--- config.mk ---
export PLATFORM = sky130hd
export DESIGN_NAME = mcs_fpro_bridge_ws
export DESIGN_NICKNAME = d
export VERILOG_FILES = /design/src/rtl/fpro_bus_pkg.sv /design/src/rtl/fpro_addr_decode.sv /design/src/rtl/mcs_fpro_bridge_ws.sv
export SDC_FILE = /design/constraint.sdc
export NUM_CORES = 1
export LEC_CHECK = 0
export BUFFER_PORTS_ARGS = -buffer_cell sky130_fd_sc_hd__buf_2
export CAP_MARGIN = 20
export CORE_UTILIZATION = 35
export DETAILED_ROUTE_END_ITERATION = 7
export GPL_ROUTABILITY_DRIVEN = 0
export REMOVE_ABC_BUFFERS = 1
export SETUP_SLACK_MARGIN = 0.02
export SLEW_MARGIN = 20
export SYNTH_ARGS = -nofsm -noshare
export SYNTH_HDL_FRONTEND = slang
export SYNTH_HIERARCHICAL = 1
export SYNTH_SLANG_ARGS = --single-unit
--- constraint.sdc ---
create_clock -name clk -period 10.8 [get_ports clk]
set_input_delay 1.62 -clock clk [delete_from_list [all_inputs] [get_ports clk]]
set_output_delay 1.62 -clock clk [all_outputs]
set_load 0.1 [all_outputs]
--- src/rtl/fpro_bus_pkg.sv ---
// Shared types and defaults for the MCS-to-FPro bridge family.
package fpro_bus_pkg;

    typedef enum logic [1:0] {
        ST_IDLE = 2'd0,
        ST_WAIT = 2'd1,
        ST_RESP = 2'd2
    } brg_state_t;

    localparam logic [31:0] BRG_BASE_DEF = 32'hc000_0000;
    localparam logic [31:0] ERR_DATA_DEF = 32'hdead_beef;

endpackage

--- src/rtl/fpro_addr_decode.sv ---
// Combinational bridge-window decoder: window hit, slot index and FPro word address.
module fpro_addr_decode
    import fpro_bus_pkg::*;
#(
    parameter logic [31:0] BRG_BASE = BRG_BASE_DEF,
    parameter int          ADDR_W   = 21,
    parameter int          CS_BITS  = 1
) (
    input  logic [31:2]        address,
    output logic               hit,
    output logic [CS_BITS-1:0] idx,
    output logic [ADDR_W-1:0]  word_addr
);

    // Everything above the slot field is the window tag.
    localparam int TAG_LO = ADDR_W + CS_BITS + 2;

    assign hit       = (address[31:TAG_LO] == BRG_BASE[31:TAG_LO]);
    assign idx       = address[ADDR_W+2 +: CS_BITS];
    assign word_addr = address[ADDR_W+1:2];

endmodule

--- src/rtl/mcs_fpro_bridge_ws.sv ---
// MCS IO-bus to FPro bridge with acknowledge-based wait states, bus timeout
// and a sticky error flag.
module mcs_fpro_bridge_ws
    import fpro_bus_pkg::*;
#(
    parameter logic [31:0] BRG_BASE = BRG_BASE_DEF,
    parameter int          ADDR_W   = 21,
    parameter int          CS_BITS  = 1,
    parameter int          TIMEOUT  = 255,
    parameter logic [31:0] ERR_DATA = ERR_DATA_DEF
) (
    input  logic                    clk,
    input  logic                    reset,
    input  logic                    io_addr_strobe,
    input  logic                    io_read_strobe,
    input  logic                    io_write_strobe,
    input  logic [3:0]              io_byte_enable,
    input  logic [31:0]             io_address,
    input  logic [31:0]             io_write_data,
    output logic [31:0]             io_read_data,
    output logic                    io_ready,
    output logic [(2**CS_BITS)-1:0] fp_cs,
    output logic                    fp_wr,
    output logic                    fp_rd,
    output logic [ADDR_W-1:0]       fp_addr,
    output logic [3:0]              fp_be,
    output logic [31:0]             fp_wr_data,
    input  logic [31:0]             fp_rd_data,
    input  logic                    fp_ack,
    output logic                    err_flag,
    input  logic                    err_clr
);

    localparam int          N_CS     = 2**CS_BITS;
    localparam logic [15:0] CNT_LAST = 16'(TIMEOUT - 1);

    brg_state_t         state, state_next;
    logic [15:0]        cnt;
    logic               is_wr;
    logic               hit;
    logic [CS_BITS-1:0] idx;
    logic [ADDR_W-1:0]  word_addr;
    logic               req, cmd, miss, ack_take, timed_out;
    logic               io_ready_next, fp_wr_next, fp_rd_next, err_next;
    logic [N_CS-1:0]    fp_cs_next;
    logic [31:0]        rd_data_next;
    logic               unused_bits;

    // The address strobe always accompanies a read/write strobe on this bus.
    assign unused_bits = ^{io_addr_strobe, io_address[1:0]};

    fpro_addr_decode #(
        .BRG_BASE (BRG_BASE),
        .ADDR_W   (ADDR_W),
        .CS_BITS  (CS_BITS)
    ) u_decode (
        .address   (io_address[31:2]),
        .hit       (hit),
        .idx       (idx),
        .word_addr (word_addr)
    );

    assign req       = io_read_strobe | io_write_strobe;
    assign cmd       = (state == ST_IDLE) && req && hit;
    assign miss      = (state == ST_IDLE) && req && !hit;
    assign ack_take  = (state == ST_WAIT) && fp_ack;
    assign timed_out = (state == ST_WAIT) && !fp_ack && (cnt == CNT_LAST);

    always_ff @(posedge clk or posedge reset) begin
        if (reset) state <= ST_IDLE;
        else       state <= state_next;
    end

    always_comb begin
        state_next = state;
        case (state)
            ST_IDLE: if (cmd) state_next = ST_WAIT; else state_next = ST_IDLE;
            ST_WAIT: if (ack_take || timed_out) state_next = ST_RESP; else state_next = ST_WAIT;
            ST_RESP: state_next = ST_IDLE;
            default: state_next = ST_IDLE;
        endcase
    end

    // An acknowledge in the same cycle as the last count still wins over the timeout.
    always_comb begin
        io_ready_next = miss || ack_take || timed_out;
        fp_cs_next    = cmd ? (N_CS'(1'b1) << idx) : '0;
        fp_wr_next    = cmd && io_write_strobe;
        fp_rd_next    = cmd && !io_write_strobe;
        if (miss)           rd_data_next = 32'h0000_0000;
        else if (ack_take)  rd_data_next = is_wr ? 32'h0000_0000 : fp_rd_data;
        else if (timed_out) rd_data_next = ERR_DATA;
        else                rd_data_next = io_read_data;
        if (miss || timed_out) err_next = 1'b1;
        else if (err_clr)      err_next = 1'b0;
        else                   err_next = err_flag;
    end

    always_ff @(posedge clk or posedge reset) begin
        if (reset) begin
            cnt <= 16'd0;
        end else if (cmd) begin
            cnt <= 16'd0;
        end else if ((state == ST_WAIT) && !fp_ack && (cnt != CNT_LAST)) begin
            cnt <= cnt + 16'd1;
        end else begin
            cnt <= cnt;
        end
    end

    always_ff @(posedge clk or posedge reset) begin
        if (reset) begin
            io_ready     <= 1'b0;
            io_read_data <= 32'h0000_0000;
            fp_cs        <= '0;
            fp_wr        <= 1'b0;
            fp_rd        <= 1'b0;
            fp_addr      <= '0;
            fp_be        <= 4'h0;
            fp_wr_data   <= 32'h0000_0000;
            err_flag     <= 1'b0;
            is_wr        <= 1'b0;
        end else begin
            io_ready     <= io_ready_next;
            io_read_data <= rd_data_next;
            fp_cs        <= fp_cs_next;
            fp_wr        <= fp_wr_next;
            fp_rd        <= fp_rd_next;
            err_flag     <= err_next;
            if (cmd) begin
                fp_addr    <= word_addr;
                fp_be      <= io_byte_enable;
                fp_wr_data <= io_write_data;
                is_wr      <= io_write_strobe;
            end
        end
    end

endmodule

==> results.json <==
{
  "run_status": "completed",
  "synth_area_per_cell_um2": 9.77,
  "max-cap-violations": 0,
  "achievable-frequency_mhz": 288,
  "setup.reg_to_reg.worst_slack_ps": 8650,
  "power.share.switching_pct": 27.9,
  "post-route-cell-area_um2": 6400,
  "synth_area_leaders": "sky130_fd_sc_hd__dfrtp_1 (60%), sky130_fd_sc_hd__nand2_1 (15%), sky130_fd_sc_hd__buf_4 (3.5%)",
  "io_pins": 202,
  "fin_setup_tns_ps": 0,
  "post-place-cells": 817,
  "min_period_over_period_pct": 32.1,
  "max_slew.worst_pin.slew_ps": 800,
  "leakage_nw": 3.68,
  "post-cts-setup-buffer-count": 0,
  "timing.critical_path.fanout_max": 15,
  "dieArea_um2": 14100,
  "drt-wirelength-per-cell_um": 13.7,
  "clockPowerShare_pct": 49.7,
  "synth_top_area_cell": "sky130_fd_sc_hd__dfrtp_1",
  "cts-root-to-sink-buffers": 2,
  "final_antenna_net_count": 0,
  "drt-vias-per-instance": 4.83,
  "final_hold_viol_count": 0,
  "worstSkewPairLatency_ps": 410,
  "power.density_nw_per_um2": 194,
  "via_count_of_the_first_global_routing_pass": 4035,
  "yosys.cell_types.count": 39,
  "growth_of_design_area_from_synthesis_to_finish_pct": 34.6,
  "drt_wl_total_um": 11600,
  "antennaDiodeCount": 0,
  "combinationalPowerShare_pct": 13.9,
  "hp-class": "reg -> reg",
  "timing.final.crit_period_ps": 3470,
  "kind_of_launch_point_of_the_worst_setup_path": "primary input",
  "route.vias.total": 4103,
  "initial_utilization_pct": 35.9,
  "finClkSkew_ps": 6.40,
  "hpwl_after_detailed_placement_um": 7800,
  "ys_async_sr_fraction_pct": 100,
  "cts-hold-fix-buffers": 0,
  "drt_iter0_markers": 210,
  "postSynthRegisterBits": 114,
  "setup_viol": 0,
  "drtPass1Iterations": 4,
  "synthCells": 487,
  "globalRouteTotalUtil_pct": 17.3,
  "number_of_enable_type_register_cells_in_the_synthesized_netlist": 0,
  "numCtsBuffers": 17,
  "rr_startpoint": "cnt[10]",
  "layout.filler_cells": 1279,
  "yosysTopAreaCellShare_pct": 59.9,
  "slew_violations": 0,
  "cts_tree": "built",
  "worstSetupStartpoint": "io_address[25]",
  "seq_power_share_pct": 36.4,
  "syn-cell-area_um2": 4760,
  "drc_errors": 0,
  "crit_required_ps": 11140,
  "port_buffers": 198,
  "synth_top_flop_cell": "sky130_fd_sc_hd__dfrtp_1",
  "die_y_um": 119,
  "worst_ir_drop_vdd_uv": 98.9,
  "cts_resized": 0,
  "antenna_violations_before_repair": 0,
  "post_route_cells_drive_above_1_share_pct": 35.8,
  "maximum_number_of_pins_on_one_net_before_global_route_repair": 69,
  "wire_length_of_the_first_global_routing_pass_um": 19200,
  "intPower_uw": 895,
  "timing.slew.headroom_pct": 46.6,
  "yosysWarningCount": 6,
  "worst_setup_hold_path_clk_slew_ps": 50,
  "register_area_share_after_synthesis_pct": 59.9,
  "cts-root-buf": "sky130_fd_sc_hd__clkbuf_16",
  "die_width_um": 119,
  "arrival_ps": 3810,
  "globalRouteOverflowTotal": 0,
  "floorplan.core_area_um2": 13200,
  "cp-end-kind": "flip-flop",
  "power.switching_uw": 347,
  "min-delay-start": "fp_addr[2]",
  "numClockSinks": 114,
  "cts_max_level": 4,
  "worst-setup-path-type": "in -> reg",
  "rsz0062_at_grt": "false",
  "layoutNonFillerInstCount": 849,
  "final_net_count": 769,
  "placement_rows": 42,
  "post_dp_cell_area_um2": 5740
}
placed cells by master (no fill, tap or decap), types with 5 or more instances in the layout:
cell / n
sky130_fd_sc_hd__dfrtp_1: 114
sky130_fd_sc_hd__bufinv_16: 5
sky130_fd_sc_hd__o31ai_1: 7
sky130_fd_sc_hd__clkbuf_16: 17
sky130_fd_sc_hd__a22o_1: 8
sky130_fd_sc_hd__nor2_1: 9
sky130_fd_sc_hd__buf_2: 198
sky130_fd_sc_hd__buf_4: 5
sky130_fd_sc_hd__nand3_1: 5
sky130_fd_sc_hd__nand2_1: 187
sky130_fd_sc_hd__and3_1: 13
sky130_fd_sc_hd__a221o_1: 12
sky130_fd_sc_hd__o211ai_1: 5
sky130_fd_sc_hd__a21oi_1: 27
metal layers:
layer  vias to the layer above  global-route usage (%)  routed length [um]
li1                       1961                       -                   -
met1                      1930                    21.1                5030
met2                       194                    26.8                5220
met3                        18                    6.76                1140
met4                         0                    8.23                 221
met5                         -                       0                   0
worst max-delay path, cell delays in order:
cell and delay [ps]:
sky130_fd_sc_hd__buf_2 90, sky130_fd_sc_hd__or4_1 530, sky130_fd_sc_hd__nor4_2 410, sky130_fd_sc_hd__nor4_2 90, sky130_fd_sc_hd__buf_4 210, sky130_fd_sc_hd__nor2_1 580, sky130_fd_sc_hd__a221o_1 280
state kept, by name, indices dropped and copies added, names as in the netlist, 2 cells and up:
register      cells
fp_addr          21
io_read_data     32
fp_be             4
cnt              16
fp_cs             2
fp_wr_data       32
state             2
Yosys cell counts, types with 2 or more instances:
| cell type | number |
|---|---|
| sky130_fd_sc_hd__a211oi_1 | 2 |
| sky130_fd_sc_hd__a21oi_1 | 27 |
| sky130_fd_sc_hd__a221o_1 | 12 |
| sky130_fd_sc_hd__a22o_1 | 8 |
| sky130_fd_sc_hd__and2_1 | 2 |
| sky130_fd_sc_hd__and3_1 | 13 |
| sky130_fd_sc_hd__buf_2 | 2 |
| sky130_fd_sc_hd__buf_4 | 22 |
| sky130_fd_sc_hd__clkbuf_1 | 23 |
| sky130_fd_sc_hd__dfrtp_1 | 114 |
| sky130_fd_sc_hd__ha_1 | 2 |
| sky130_fd_sc_hd__inv_1 | 5 |
| sky130_fd_sc_hd__mux2i_1 | 4 |
| sky130_fd_sc_hd__nand2_1 | 187 |
| sky130_fd_sc_hd__nand3_1 | 5 |
| sky130_fd_sc_hd__nand3b_1 | 2 |
| sky130_fd_sc_hd__nand4_1 | 4 |
| sky130_fd_sc_hd__nor2_1 | 10 |
| sky130_fd_sc_hd__nor4_1 | 5 |
| sky130_fd_sc_hd__o211ai_1 | 5 |
| sky130_fd_sc_hd__o21ai_0 | 3 |
| sky130_fd_sc_hd__o31ai_1 | 7 |
| sky130_fd_sc_hd__or3_1 | 2 |
| sky130_fd_sc_hd__or3b_1 | 2 |
| sky130_fd_sc_hd__or4_1 | 4 |
| sky130_fd_sc_hd__xnor2_1 | 2 |
power by group through the flow:
| stage | combinational [mW] | clock (mW) | sequential [mW] |
|---|---|---|---|
| floorplan | 0.0220 | 0 | 0.567 |
| global placement | 0.174 | 0 | 0.458 |
| detailed placement | 0.175 | 0 | 0.459 |
| CTS | 0.175 | 0.633 | 0.452 |
| global route | 0.182 | 0.654 | 0.454 |
| finish | 0.173 | 0.617 | 0.452 |
path summary, 6_finish.rpt:
path | to | cells past startpoint
max | io_read_data[26] | 7
min | fp_addr[2] | 2
max reg2reg | io_read_data[12] | 4
min reg2reg | fp_addr[2] | 2
max in group asynchronous | cnt[0] | 3
min in group asynchronous | fp_wr_data[21] | 2
area by class of cell:
cell class	count	area (um^2)	share of cell area (%)
Clock buffer	19	453	7.07
Sequential cell	114	2850	44.5
Tap cell	176	220	3.44
Inverter	5	21.3	0.332
Timing Repair Buffer	203	1030	16.1
Clock inverter	13	206	3.22
Multi-Input combinational cell	319	1620	25.3
logic make-up (layout without fill, tap and decap cells):
group	Yosys count	in the layout	share of synthesized area [%]
simple gates	245	245	22.4
compound gates	66	66	9.70
xor+xnor	2	2	0.368
fa+ha+maj	2	2	0.526
buf+inv	54	240	6.23
mux	4	4	0.841
flops	114	114	59.9
per-stage QoR:
stage | power (mW) | hold slack, ps | utilization, % | setup slack [ps]
6_report | 1.24 | 468 | 48.4 | 7330
3_3_place_gp | 0.632 | 453 | 43.3 | 6800
4_1_cts | 1.26 | 472 | 48.3 | 7140
5_1_grt | 1.29 | 489 | 48.4 | 7160
3_5_place_dp | 0.633 | 457 | 43.4 | 6700
2_1_floorplan | 0.589 | 436 | - | 6160
(Power assumes the default switching activity.)
